<file path="config.mk">
export PLATFORM = sky130hd
export DESIGN_NAME = sc_decoder
export DESIGN_NICKNAME = d
export VERILOG_FILES = /design/src/rtl/sc_decoder.sv
export SDC_FILE = /design/constraint.sdc
export NUM_CORES = 1
export LEC_CHECK = 0
export CORE_ASPECT_RATIO = 0.7
export CORE_MARGIN = 3
export CORE_UTILIZATION = 50
export DETAILED_ROUTE_END_ITERATION = 10
export GPL_TIMING_DRIVEN = 0
export PLACE_DENSITY = 0.83
export REMOVE_ABC_BUFFERS = 1
export SYNTH_ARGS = -nofsm -noshare
export SYNTH_HDL_FRONTEND = slang
export SYNTH_SLANG_ARGS = --single-unit
</file>
<file path="constraint.sdc">
create_clock -name clk -period 14.5 [get_ports clk]
set_clock_uncertainty 0.1 [all_clocks]
set_input_delay 2.9 -clock clk [delete_from_list [all_inputs] [get_ports clk]]
set_output_delay 2.9 -clock clk [all_outputs]
set_load 0.01 [all_outputs]
</file>
<file path="src/rtl/sc_decoder.sv">
// sc_decoder: converts a stochastic bitstream back into a binary estimate.
// Each accepted word is popcounted and added to a frame accumulator. A frame
// closes on wlast or on its last beat, whichever comes first. The result is
// loaded into a one-entry output register together with a framing-error flag.
module sc_decoder #(
  parameter int BITSTREAM = 64,
  parameter int QUANT     = 8,
  parameter int LOG_BEATS = 2
) (
  input  logic                                 clk,
  input  logic                                 rst_n,
  input  logic [BITSTREAM-1:0]                 w_bitstream,
  input  logic                                 w_valid,
  output logic                                 w_ready,
  input  logic                                 wlast,
  output logic [QUANT-1:0]                     r_data,
  output logic [$clog2(BITSTREAM)+LOG_BEATS:0] r_ones,
  output logic                                 r_err,
  output logic                                 r_valid,
  input  logic                                 r_ready
);

  localparam int CW      = $clog2(BITSTREAM);
  localparam int PC_W    = CW + 1;
  localparam int SUM_W   = CW + LOG_BEATS + 1;
  localparam int BW      = (LOG_BEATS > 0) ? LOG_BEATS : 1;
  localparam int SCALE_W = SUM_W + QUANT;
  localparam int SHIFT   = CW + LOG_BEATS;

  localparam logic [BW-1:0]      LAST_BEAT = BW'((1 << LOG_BEATS) - 1);
  localparam logic [SCALE_W-1:0] DATA_MAX  = SCALE_W'((1 << QUANT) - 1);

  logic [SUM_W-1:0]   r_acc;
  logic [BW-1:0]      r_beat;

  logic [PC_W-1:0]    w_pc;
  logic [SUM_W-1:0]   w_sum;
  logic [SCALE_W-1:0] w_scaled;
  logic [QUANT-1:0]   w_data;
  logic               w_accept;
  logic               w_last_beat;
  logic               w_close;
  logic               w_frame_err;

  // Input is blocked only while a finished result is waiting to be taken.
  assign w_ready = !(r_valid && !r_ready);

  assign w_accept    = w_valid && w_ready;
  assign w_last_beat = (r_beat == LAST_BEAT);
  assign w_close     = w_accept && (wlast || w_last_beat);
  // wlast before the last beat is a short frame; a last beat without wlast is
  // a missing last. Either way the two disagree.
  assign w_frame_err = wlast ^ w_last_beat;

  // Popcount of the incoming word.
  always_comb begin
    w_pc = '0;
    for (int i = 0; i < BITSTREAM; i++) begin
      w_pc = w_pc + PC_W'(w_bitstream[i]);
    end
  end

  assign w_sum = r_acc + SUM_W'(w_pc);

  // Scale the ones count to QUANT bits as if the frame were full; only an
  // all-ones frame reaches 2^QUANT and needs saturating.
  assign w_scaled = ({{QUANT{1'b0}}, w_sum} << QUANT) >> SHIFT;
  assign w_data   = (w_scaled > DATA_MAX) ? DATA_MAX[QUANT-1:0] : w_scaled[QUANT-1:0];

  // Frame accumulator and beat counter; both restart at every frame close.
  always_ff @(posedge clk or negedge rst_n) begin
    if (!rst_n) begin
      r_acc  <= '0;
      r_beat <= '0;
    end else if (w_close) begin
      r_acc  <= '0;
      r_beat <= '0;
    end else if (w_accept) begin
      r_acc  <= w_sum;
      r_beat <= r_beat + 1'b1;
    end
  end

  // One-entry result register; a new close may overwrite a result being consumed.
  always_ff @(posedge clk or negedge rst_n) begin
    if (!rst_n) begin
      r_valid <= 1'b0;
      r_data  <= '0;
      r_ones  <= '0;
      r_err   <= 1'b0;
    end else if (w_close) begin
      r_valid <= 1'b1;
      r_data  <= w_data;
      r_ones  <= w_sum;
      r_err   <= w_frame_err;
    end else if (r_valid && r_ready) begin
      r_valid <= 1'b0;
    end
  end

endmodule
</file>
# Word-level counts from Yosys, hierarchy flattened
# Cells that the tools add are included.
# op_classes
n_mux,7
magnitude_cmp,1
reduce_logical,9
eq_ne,1
n_bitwise,1
addsub,65
# op_table
cell,n
$add A7 B1 Y7,57
$mux W9,2
$add A9 B7 Y9,1
$gt A9 B8 Y1 const B,1
$mux W8,1
$add A6 B1 Y7,1
$add A5 B1 Y6,1
$add A4 B1 Y5,1
$add A3 B1 Y4,1
$logic_and A1 B1 Y1,4
$mux W2,2
$reduce_bool A2 Y1,2
$add A2 B1 Y3,1
$add A1 B1 Y2,1
$add A2 B1 Y2 const B,1
$eq A2 B2 Y1 const B,1
$logic_not A1 Y1,2
$mux W1,2
$logic_or A1 B1 Y1,1
$xor A1 B1 Y1,1
# totals
ff_bits,30
inputBits,69
word_cells,90
output_inout_bits,20

# Logic depth before layout (Yosys ltp)
# Gate-level depths: netlist (run 1).
# logic_depth
depth_word,66
ltp_mapped,22
mapped_depth_nobuf,22

# Worst setup path after synthesis (run 1)
# OpenSTA, ideal clock, no wires.
# synth_path
kind,input port to flip-flop
from,in w_bitstream[35]
to,reg r_acc[8]
path_stages,20
arrival_time_ps,8532
path_slack_ps,5742
setup_time_ps,126
n_path_buf,0
required_ps,14274
cell_sequence,inv_1 fa_1 inv_1 fa_1 fa_1 inv_1 fa_1 inv_1 fa_1 fa_1 fa_1 inv_1 fa_1 inv_1 fa_1 a211oi_2 nor3b_2 o21ai_0 nand2b_1 a221o_1
# synth_between
elab_chain_len,32
# synth_lines
item,line,source
start: declaration,12,"input logic [BITSTREAM-1:0] w_bitstream,"
$add A7 B1 Y7 (29 in series),59,w_pc = w_pc + PC_W'(w_bitstream[i]);
$add A9 B7 Y9,63,assign w_sum = r_acc + SUM_W'(w_pc);
$mux W9,78,end else if (w_accept) begin
$mux W9,75,end else if (w_close) begin
end signal: assignment,79,r_acc <= w_sum;
end: declaration,33,logic [SUM_W-1:0] r_acc;
# Every way passes these cells. The select of a mux whose other input is x is not followed.
# A chain may end at the register's enable or synchronous reset.

# Worst setup path in the final report (run 1)
# layout_path
from,in w_bitstream[35]
to,reg r_data[6]
# layout_between
elab_chain_len,32
# layout_lines
item,line,source
$add A7 B1 Y7 * (29 in series),59,
$add A9 B7 Y9 *,63,
$gt A9 B8 Y1,68,assign w_data = (w_scaled > DATA_MAX) ? DATA_MAX[QUANT-1:0] : w_scaled[QUANT-1:0];
$mux W8 *,68,
end signal: assignment,93,r_data <= w_data;
end: declaration,16,"output logic [QUANT-1:0] r_data,"
# Every way passes the cells marked *; elsewhere a longest branch is shown, timed or not.

==> results of run 1 <==
-- cells in the mapped netlist, drive strengths merged (2+ instances only) --
master | instances | area share (%)
dfrtp | 30 | 23
a31oi | 6 | 1.2
nand2 | 30 | 3.6
ha | 28 | 11
clkbuf | 3 | 0.39
inv | 100 | 12
fa | 56 | 35
a21o | 2 | 0.47
buf | 2 | 0.31
xor2 | 3 | 0.82
a21oi | 9 | 1.4
nor2 | 14 | 1.8
nand2b | 4 | 0.85
o21ai | 21 | 3.4
xnor2 | 4 | 1.3
-- layout by cell type (no fill, tap or decap), types with 2 or more instances in the layout --
cell type and instances:
xor2_1 3, inv_1 100, ha_1 28, a21o_1 2, o21ai_0 16, nor2_2 2, nand2_1 29, dfrtp_1 30
fa_1 56, a21oi_1 9, xnor2_1 3, clkdlybuf4s50_1 87, o21ai_1 4, clkbuf_8 6, nand2b_1 3, a31oi_1 6
nor2_1 12
-- layer usage --
metal	GRT usage, %	up-vias	share of wire (%)
met5	0	-	0
met4	4.367	0	1.4
met3	4.011	10	4.8
met2	35.07	53	49
met1	27.80	1163	45
li1	-	1155	-
-- flip-flops by register name, summed over array words and instances, names as in the netlist --
register,count
r_acc,9
r_err,1
r_beat,2
r_valid,1
r_data,8
r_ones,9
-- stage by stage --
| step | cells | utilization [%] |
|---|---|---|
| floorplan | 322 | - |
| global placement | 485 | 69.73 |
| detailed placement | 485 | 69.73 |
| CTS | 493 | 71.26 |
| global route | 493 | 71.17 |
| finish | 493 | 71.17 |
-- worst max-delay path: cells and delay by family --
kind	cells	cell delay, ps
xor+xnor	1	460
buf+inv	7	790
simple gates	2	380
compound gates	2	260
fa+ha+maj	10	4500
-- worst min path at each step --
| stage | slack [ps] | endpoint | cells after the start |
|---|---|---|---|
| final | 380 | r_ones[1] | 2 |
| after global placement | 360 | r_ones[1] | 2 |
| after detailed placement | 370 | r_ones[1] | 2 |
| after global routing | 410 | r_err | 2 |
| after floorplan | 350 | r_acc[0] | 2 |
| after CTS | 380 | r_ones[3] | 2 |
-- cell families after synthesis --
kind of cell / after synthesis / synth area share, %
multiplexers: 1 / 0.3495
flip-flops: 30 / 23.30
AND/OR/NAND/NOR: 57 / 8.272
XOR/XNOR: 7 / 2.136
AO/OA/AOI/OAI: 43 / 7.922
adder cells (fa/ha/maj): 84 / 45.67
buffers and inverters: 105 / 12.35
-- area by class of cell --
class	instances	area, sq um	area share (%)
Sequential cell	30	750.7	17.62
Clock buffer	7	86.33	2.026
Multi-Input combinational cell	192	2073	48.66
Tap cell	75	93.84	2.203
Timing Repair Buffer	88	875.8	20.56
Inverter	100	375.4	8.811
Clock inverter	1	5.005	0.1175
==> run metrics, run 1 <==
RePlAce Congestion 0.7123; CTS Buffer Depth 2; post-route setup TNS 0 ps; CTS H-Tree Depth 2; hold_ws ~380 ps; first-pass GRT wire length 11.92 mm; hpwl dp 5.993 mm; clk root buf clkbuf_8; # diodes 0; fraction of the yosys area taken by sequential cells 23.30%; Worst Path Max Fanout 9; Final ANT Viol Nets 0; result of the run complete, no violations; DIE AREA 0.007458 sq mm; share of layout cells above drive strength 1 4.545%; TritonCTS buffer count 5; Vias per Instance 4.830; gr ovfl total 0; Clock transition at path regs 60 ps; Tmin final 9302 ps; FFs w/ async S/R, synth 100.0%; Critical Path End r_data[6]; GRT Overall Usage between 20% and 30%; worst min-delay path class flop to flop; Site Rows 23; CP cell instances clkdlybuf4s50_1, inv_1, fa_1, inv_1, fa_1, inv_1, fa_1, inv_1, fa_1, inv_1, fa_1, fa_1, fa_1, fa_1, fa_1, inv_1, fa_1, a211oi_2, nor3b_2, nor2_2, xnor2_2, a31oi_1; Post-DP Area 0.004174 sq mm; ys flop type dfrtp_1; EDFF count, synth 0; Die X 101.9 um; Crit. End Element flop; Synth Instances 327; Synth Cell Area 0.003222 sq mm; fin crit share 64.15%; yosys warns 0; setup violators final 0; # nets final 570; CP most frequent cell fa_1; Mean Syn Cell Area 9.853 sq um; Worst setup startpoint w_bitstream[35]; final hold viol count 0; CP max stage cell fa_1; core footprint 0.005986 sq mm; Post-CTS Hold Fix Bufs 0; final setup margin 5198 ps; Total Wirelength 6.817 mm; Port-buffer cells 88; reg2reg path depth 16; Post-CTS Setup Bufs 0; io pins 89; Starting DRT DRC Count 92; worst r2r dst r_data[6]; R2R setup slack 8520 ps; Syn-to-layout area delta 32.23%; DR pass1 iterations 4; # clock sinks 30; max-cap viol count 0; Final Cell Area 0.004260 sq mm; via count around 2400; Critical Path Source Type input port; Worst EP arrival 9330 ps; die height 73.16 um; Yosys reg bits 30; Synth cell types 37; fillers 439; CTS tree built; slowest stage delay, CP around 520 ps; worst hold start r_ones[1]; Rel. slew slack between 50% and 60%; vias in the first global route between 2000 and 3000; initial antenna violation count 0; largest net degree at the start of global routing 31; Slew Limit Fails 0; crit path kind input port to flop; Place WS 4908 ps; Gates resized, CTS repair 0; Clk Latency, worst-skew pair ~280 ps; FMAX 107.5 MHz; DRC Markers 0; RSZ-0062 raised after global routing no; per-cell routed wire length 13.83 um; worst-margin pin slew about 660 ps; initial core utilization 53.83%; CP Data Required Time 14530 ps; Reg2Reg Launch Point r_acc[0]
Power of run 1 is not shown: default switching activity piles up to over one toggle a cycle in this logic, so the estimate is an artifact.
==> inputs of run 2 (changes only) <==
--- a/config.mk
+++ b/config.mk
@@ -7,10 +7,10 @@
 export LEC_CHECK = 0
 export CORE_ASPECT_RATIO = 0.7
 export CORE_MARGIN = 3
-export CORE_UTILIZATION = 50
+export CORE_UTILIZATION = 45
 export DETAILED_ROUTE_END_ITERATION = 10
 export GPL_TIMING_DRIVEN = 0
-export PLACE_DENSITY = 0.83
+export PLACE_DENSITY = 0.79
 export REMOVE_ABC_BUFFERS = 1
 export SYNTH_ARGS = -nofsm -noshare
 export SYNTH_HDL_FRONTEND = slang
==> constraint.sdc (replaced) <==
create_clock -name clk -period 7.9 [get_ports clk]
set_clock_uncertainty 0.1 [all_clocks]
set_input_delay 1.58 -clock clk [delete_from_list [all_inputs] [get_ports clk]]
set_output_delay 1.58 -clock clk [all_outputs]
set_load 0.01 [all_outputs]
==> run 2 against run 1 <==
Compared with the run above:
- register-to-register slack got worse by 6500 ps
- sequential share of layout area decreased by 0.55 points
- count of clock-buffer cells in the layout unchanged
- final area increased by 3.2%
- cell count increased by 4.3%
==> run metrics, run 2 (synthesized netlist as in run 1, its figures left out) <==
Final ANT Viol Nets 0 (unchanged); crit path kind input port to flop; CTS tree built; final hold viol count 0 (unchanged); per-cell routed wire length 13.06 um (-5.5%); CP Data Required Time 7970 ps (-6560 ps); max-cap viol count 0 (unchanged); result of the run complete, no violations; Final Cell Area 0.004397 sq mm (+3.2%); Clk Latency, worst-skew pair 280 ps (about the same); Critical Path Source Type input port; TritonCTS buffer count 5 (unchanged); Worst Path Max Fanout 3 (-6); Place WS -393.0 ps (-5301 ps); fillers 526 (+20%); worst-margin pin slew 724.5 ps (+60.31 ps); CTS Buffer Depth 2 (unchanged); hpwl dp 5.663 mm (-5.5%); register area 750.7 sq um (unchanged); Clock transition at path regs 70 ps (about the same); FMAX 128.7 MHz; worst min-delay path class flop to flop; Total Wirelength 6.713 mm (-1.5%); Site Rows 25 (+8.7%); Vias per Instance 4.644 (-3.8%); first-pass GRT wire length 11.38 mm (-4.6%); RSZ-0062 raised after global routing yes; Tmin final 7773 ps; io pins 89 (unchanged); Worst EP arrival 7840 ps (-1490 ps); fin crit share 98.39%; initial antenna violation count 0 (unchanged); DRC Markers 0 (unchanged); share of layout cells above drive strength 1 9.524% (+5.0 points); CTS H-Tree Depth 2 (unchanged); Crit. End Element flop; Port-buffer cells 88 (unchanged); Die X 107.1 um (+5.1%); vias in the first global route 2476 (-5.2%); die height 76.80 um (+5.0%); most frequent cells in the layout inv_1 (88), clkdlybuf4s50_1 (73), fa_1 (51); Syn-to-layout area delta 36.47%; # diodes 0 (unchanged); Rel. slew slack 51.36% (-4.4 points); via count 2387 (+0.25%); # nets final 572 (+0.35%); Starting DRT DRC Count 79 (-14%); clk root buf clkbuf_8; DIE AREA 0.008227 sq mm (+10%); area of the multi-input gates 0.002143 sq mm (+3.4%); RePlAce Congestion 0.7816 (+9.7%); Largest regs r_acc x9, r_ones x9, r_data x8; core footprint 0.006850 sq mm (+14%); Post-DP Area 0.004198 sq mm (+0.57%); largest net degree at the start of global routing 31 (unchanged); initial core utilization 47.03% (-6.8 points); gr ovfl total 0 (unchanged); GRT Overall Usage 17.26% (-3.3 points); Slew Limit Fails 0 (unchanged); setup violators final 0 (unchanged); # clock sinks 30 (unchanged); DR pass1 iterations 4 (unchanged); final setup margin 127.4 ps (-5071 ps); leading cell type in the layout, fill and taps excluded inv_1
run 2: final timing paths:
kind / cells after the start / start / endpoint / slack (ps)
min in group asynchronous: 1 / rst_n / r_ones[7] / 1230
setup reg to reg: 16 / r_acc[0] / r_acc[8] / 2000
hold reg to reg: 2 / r_ones[4] / r_ones[4] / 380
hold / removal: 2 / r_ones[4] / r_ones[4] / 380
max in group asynchronous: 1 / rst_n / r_ones[8] / 6030
setup / recovery: 20 / w_bitstream[21] / r_acc[8] / 130
run 2: what timing repair did:
action / CTS / global route
hold buffers: 0 / 0
gates cloned: 0 / 1
gates resized for setup: 2 / 36
hold endpoints to repair: 0 / 0
pin swaps: 2 / 15
setup buffers: 0 / 1
setup endpoints to repair: 12 / 14
run 2: critical path, cell delays in order:
cell	delay (ps)
clkdlybuf4s50_1	420
fa_1	480
inv_1	50
fa_1	520
inv_2	50
fa_1	480
inv_1	50
fa_1	480
fa_1	510
fa_1	530
fa_1	430
fa_1	510
fa_2	210
inv_2	40
fa_2	380
a211oi_4	300
nor3b_4	100
o21ai_0	300
nand2b_1	120
a221o_1	300
run 2: cell type report:
class                           count  share of cell area (%)
Sequential cell                    30                   17.07
Inverter                          100                   8.537
Timing Repair Buffer               89                   20.89
Clock buffer                        7                   1.964
Multi-Input combinational cell    193                   48.75
Tap cell                           94                   2.675
Clock inverter                      1                  0.1138
run 2: per-stage QoR:
stage	utilization [%]	TNS, ps	instances	hold WS (ps)
final	64.18	0	514	379.7
after global routing	64.18	-23.07	514	415.8
after CTS	62.81	0	512	384.1
after detailed placement	61.28	-4611	504	370.2
after global placement	61.28	-3112	504	364.0
after floorplan	-	0	322	349.8
run 2: per-layer routing:
metal  GRT usage (%)  vias to the layer above  routed length [um]
met5               0                        -                   0
met4           2.682                        0                  27
met2           26.84                       55                3258
li1                -                     1157                   -
met3           4.205                        2                 357
met1           25.12                     1173                3069
Power of run 2 is left out for the same reason.
==> inputs of run 3 (changes only) <==
--- a/config.mk
+++ b/config.mk
@@ -9,7 +9,6 @@
 export CORE_MARGIN = 3
 export CORE_UTILIZATION = 45
 export DETAILED_ROUTE_END_ITERATION = 10
-export GPL_TIMING_DRIVEN = 0
 export PLACE_DENSITY = 0.79
 export REMOVE_ABC_BUFFERS = 1
 export SYNTH_ARGS = -nofsm -noshare
==> run 3 against run 2 <==
Compared with the run above:
- final area grew 0.31%
- cell count grew 0.19%
- sequential share of layout area shrank 0.053 points
- die area is the same
- register-to-register slack gained 30 ps
- hold slack lost 0.82 ps
- wire length grew 2.5%
- maximum frequency is essentially flat
- worst setup slack is essentially flat
- critical path type unchanged
==> run metrics, run 3 (synthesized netlist as in run 1, its figures left out) <==
result of the run complete, no violations; Worst Path Max Fanout 3 (unchanged); leading cell type in the layout, fill and taps excluded inv_1; Worst EP arrival 7840 ps (about the same); worst hold start r_ones[0]; fillers 511 (-2.9%); core footprint 0.006850 sq mm (unchanged); Clock transition at path regs 60 ps (about the same); vias in the first global route 2493 (+0.69%); FMAX 128.7 MHz (about the same); worst-margin pin slew 922.2 ps (+197.7 ps); Crit. End Element flop; RePlAce Congestion 0.7872 (+0.72%); final core occ 64.38% (+0.20 points); Port-buffer cells 88 (unchanged); io pins 89 (unchanged); crit path kind input port to flop; GRT Overall Usage 17.26% (about the same); DIE AREA 0.008227 sq mm (unchanged); Die X 107.1 um (unchanged); CTS H-Tree Depth 2 (unchanged); # nets final 573 (+0.17%); R2R setup slack 2030 ps (+30 ps); Clk Latency, worst-skew pair 280 ps (about the same); Hold Path Depth 2 (unchanged); via count 2407 (+0.84%); gr ovfl total 0 (unchanged); final hold viol count 0 (unchanged); Reg2Reg Launch Point r_acc[0]; first-pass GRT wire length 11.41 mm (+0.24%); hpwl dp 5.611 mm (-0.91%); reg2reg path depth 16 (unchanged); initial core utilization 47.03% (unchanged); worst r2r dst r_acc[8]; CTS Buffer Depth 2 (unchanged); worst min-delay path class flop to flop; initial antenna violation count 0 (unchanged); Total Wirelength 6.879 mm (+2.5%); Vias per Instance 4.674 (+0.64%); share of layout cells above drive strength 1 8.314% (-1.2 points); DR pass1 iterations 4 (unchanged); per-cell routed wire length 13.36 um (+2.3%); largest net degree at the start of global routing 31 (unchanged); CTS tree built; Slew Limit Fails 0 (unchanged); Worst Hold End r_ones[0]; Tmin final 7772 ps (-0.2600 ps); DRC Markers 0 (unchanged); Critical Path Source Type input port; Final ANT Viol Nets 0 (unchanged); post-route setup TNS 0 ps (unchanged); most frequent cells in the layout inv_1 (92), clkdlybuf4s50_1 (80), fa_1 (54); # diodes 0 (unchanged); Rel. slew slack 38.08% (-13 points); die height 76.80 um (unchanged); setup violators final 0 (unchanged); TritonCTS buffer count 5 (unchanged); Syn-to-layout area delta 36.89%; CP Data Required Time 7970 ps (about the same); Site Rows 25 (unchanged); fin crit share 98.38% (about the same); # clock sinks 30 (unchanged); Starting DRT DRC Count 165 (+110%); max-cap viol count 0 (unchanged); clk root buf clkbuf_8; Largest regs r_acc x9, r_ones x9, r_data x8
[run 3: how the worst max path moves through the flow]
| stage | startpoint | end | slack (ps) | cells after the start |
|---|---|---|---|---|
| after floorplan | w_bitstream[35] | r_acc[8] | 460 | 20 |
| after global placement | w_bitstream[35] | r_data[6] | -140 | 21 |
| after detailed placement | w_bitstream[35] | r_data[6] | -290 | 21 |
| after CTS | w_bitstream[35] | r_data[6] | 30 | 21 |
| after global routing | w_bitstream[17] | r_data[6] | -40 | 20 |
| final | w_bitstream[17] | r_acc[8] | 130 | 20 |
[run 3: through the flow]
step	cells	area, sq um	setup slack, ps	hold slack, ps
4_1_cts	514	4304	27.00	384.5
5_1_grt	515	4410	-41.94	414.2
2_1_floorplan	322	3199	462.2	349.8
6_report	515	4410	127.7	378.9
3_3_place_gp	506	4213	-144.9	362.1
3_5_place_dp	506	4213	-290.6	370.5
[run 3: area by class of cell]
type | instances | area, sq um | area share [%]
inverter | 100 | 375.4 | 8.511
clock buffer | 7 | 86.33 | 1.957
timing repair buffer | 90 | 915.9 | 20.77
clock inverter | 1 | 5.005 | 0.1135
tap | 94 | 117.6 | 2.667
multi-input combinational | 193 | 2160 | 48.96
sequential | 30 | 750.7 | 17.02
[run 3: what timing repair did]
item	CTS	global route
endpoints found under the setup margin	1	18
pin swaps	2	14
buffers inserted	0	0
hold buffers	0	0
resized for setup	0	29
cloned	0	1
[run 3: metal layers]
layer | GRT usage [%] | vias up | wire (um)
met3 | 4.542 | 4 | 372
met2 | 25.47 | 62 | 3220
met5 | 0 | - | 0
li1 | - | 1161 | -
met1 | 26.27 | 1180 | 3257
met4 | 2.299 | 0 | 29
[run 3: worst max-delay path: stages]
cell	delay, ps
clkdlybuf4s50_1	430
fa_1	540
inv_1	50
fa_1	490
inv_1	50
fa_1	470
inv_1	50
fa_1	450
fa_1	490
fa_1	530
fa_1	420
fa_1	510
fa_2	210
inv_2	40
fa_2	420
a211oi_4	350
nor3b_4	100
nor3_1	270
nor4b_2	100
a221o_1	270
Power of run 3 is left out for the same reason.
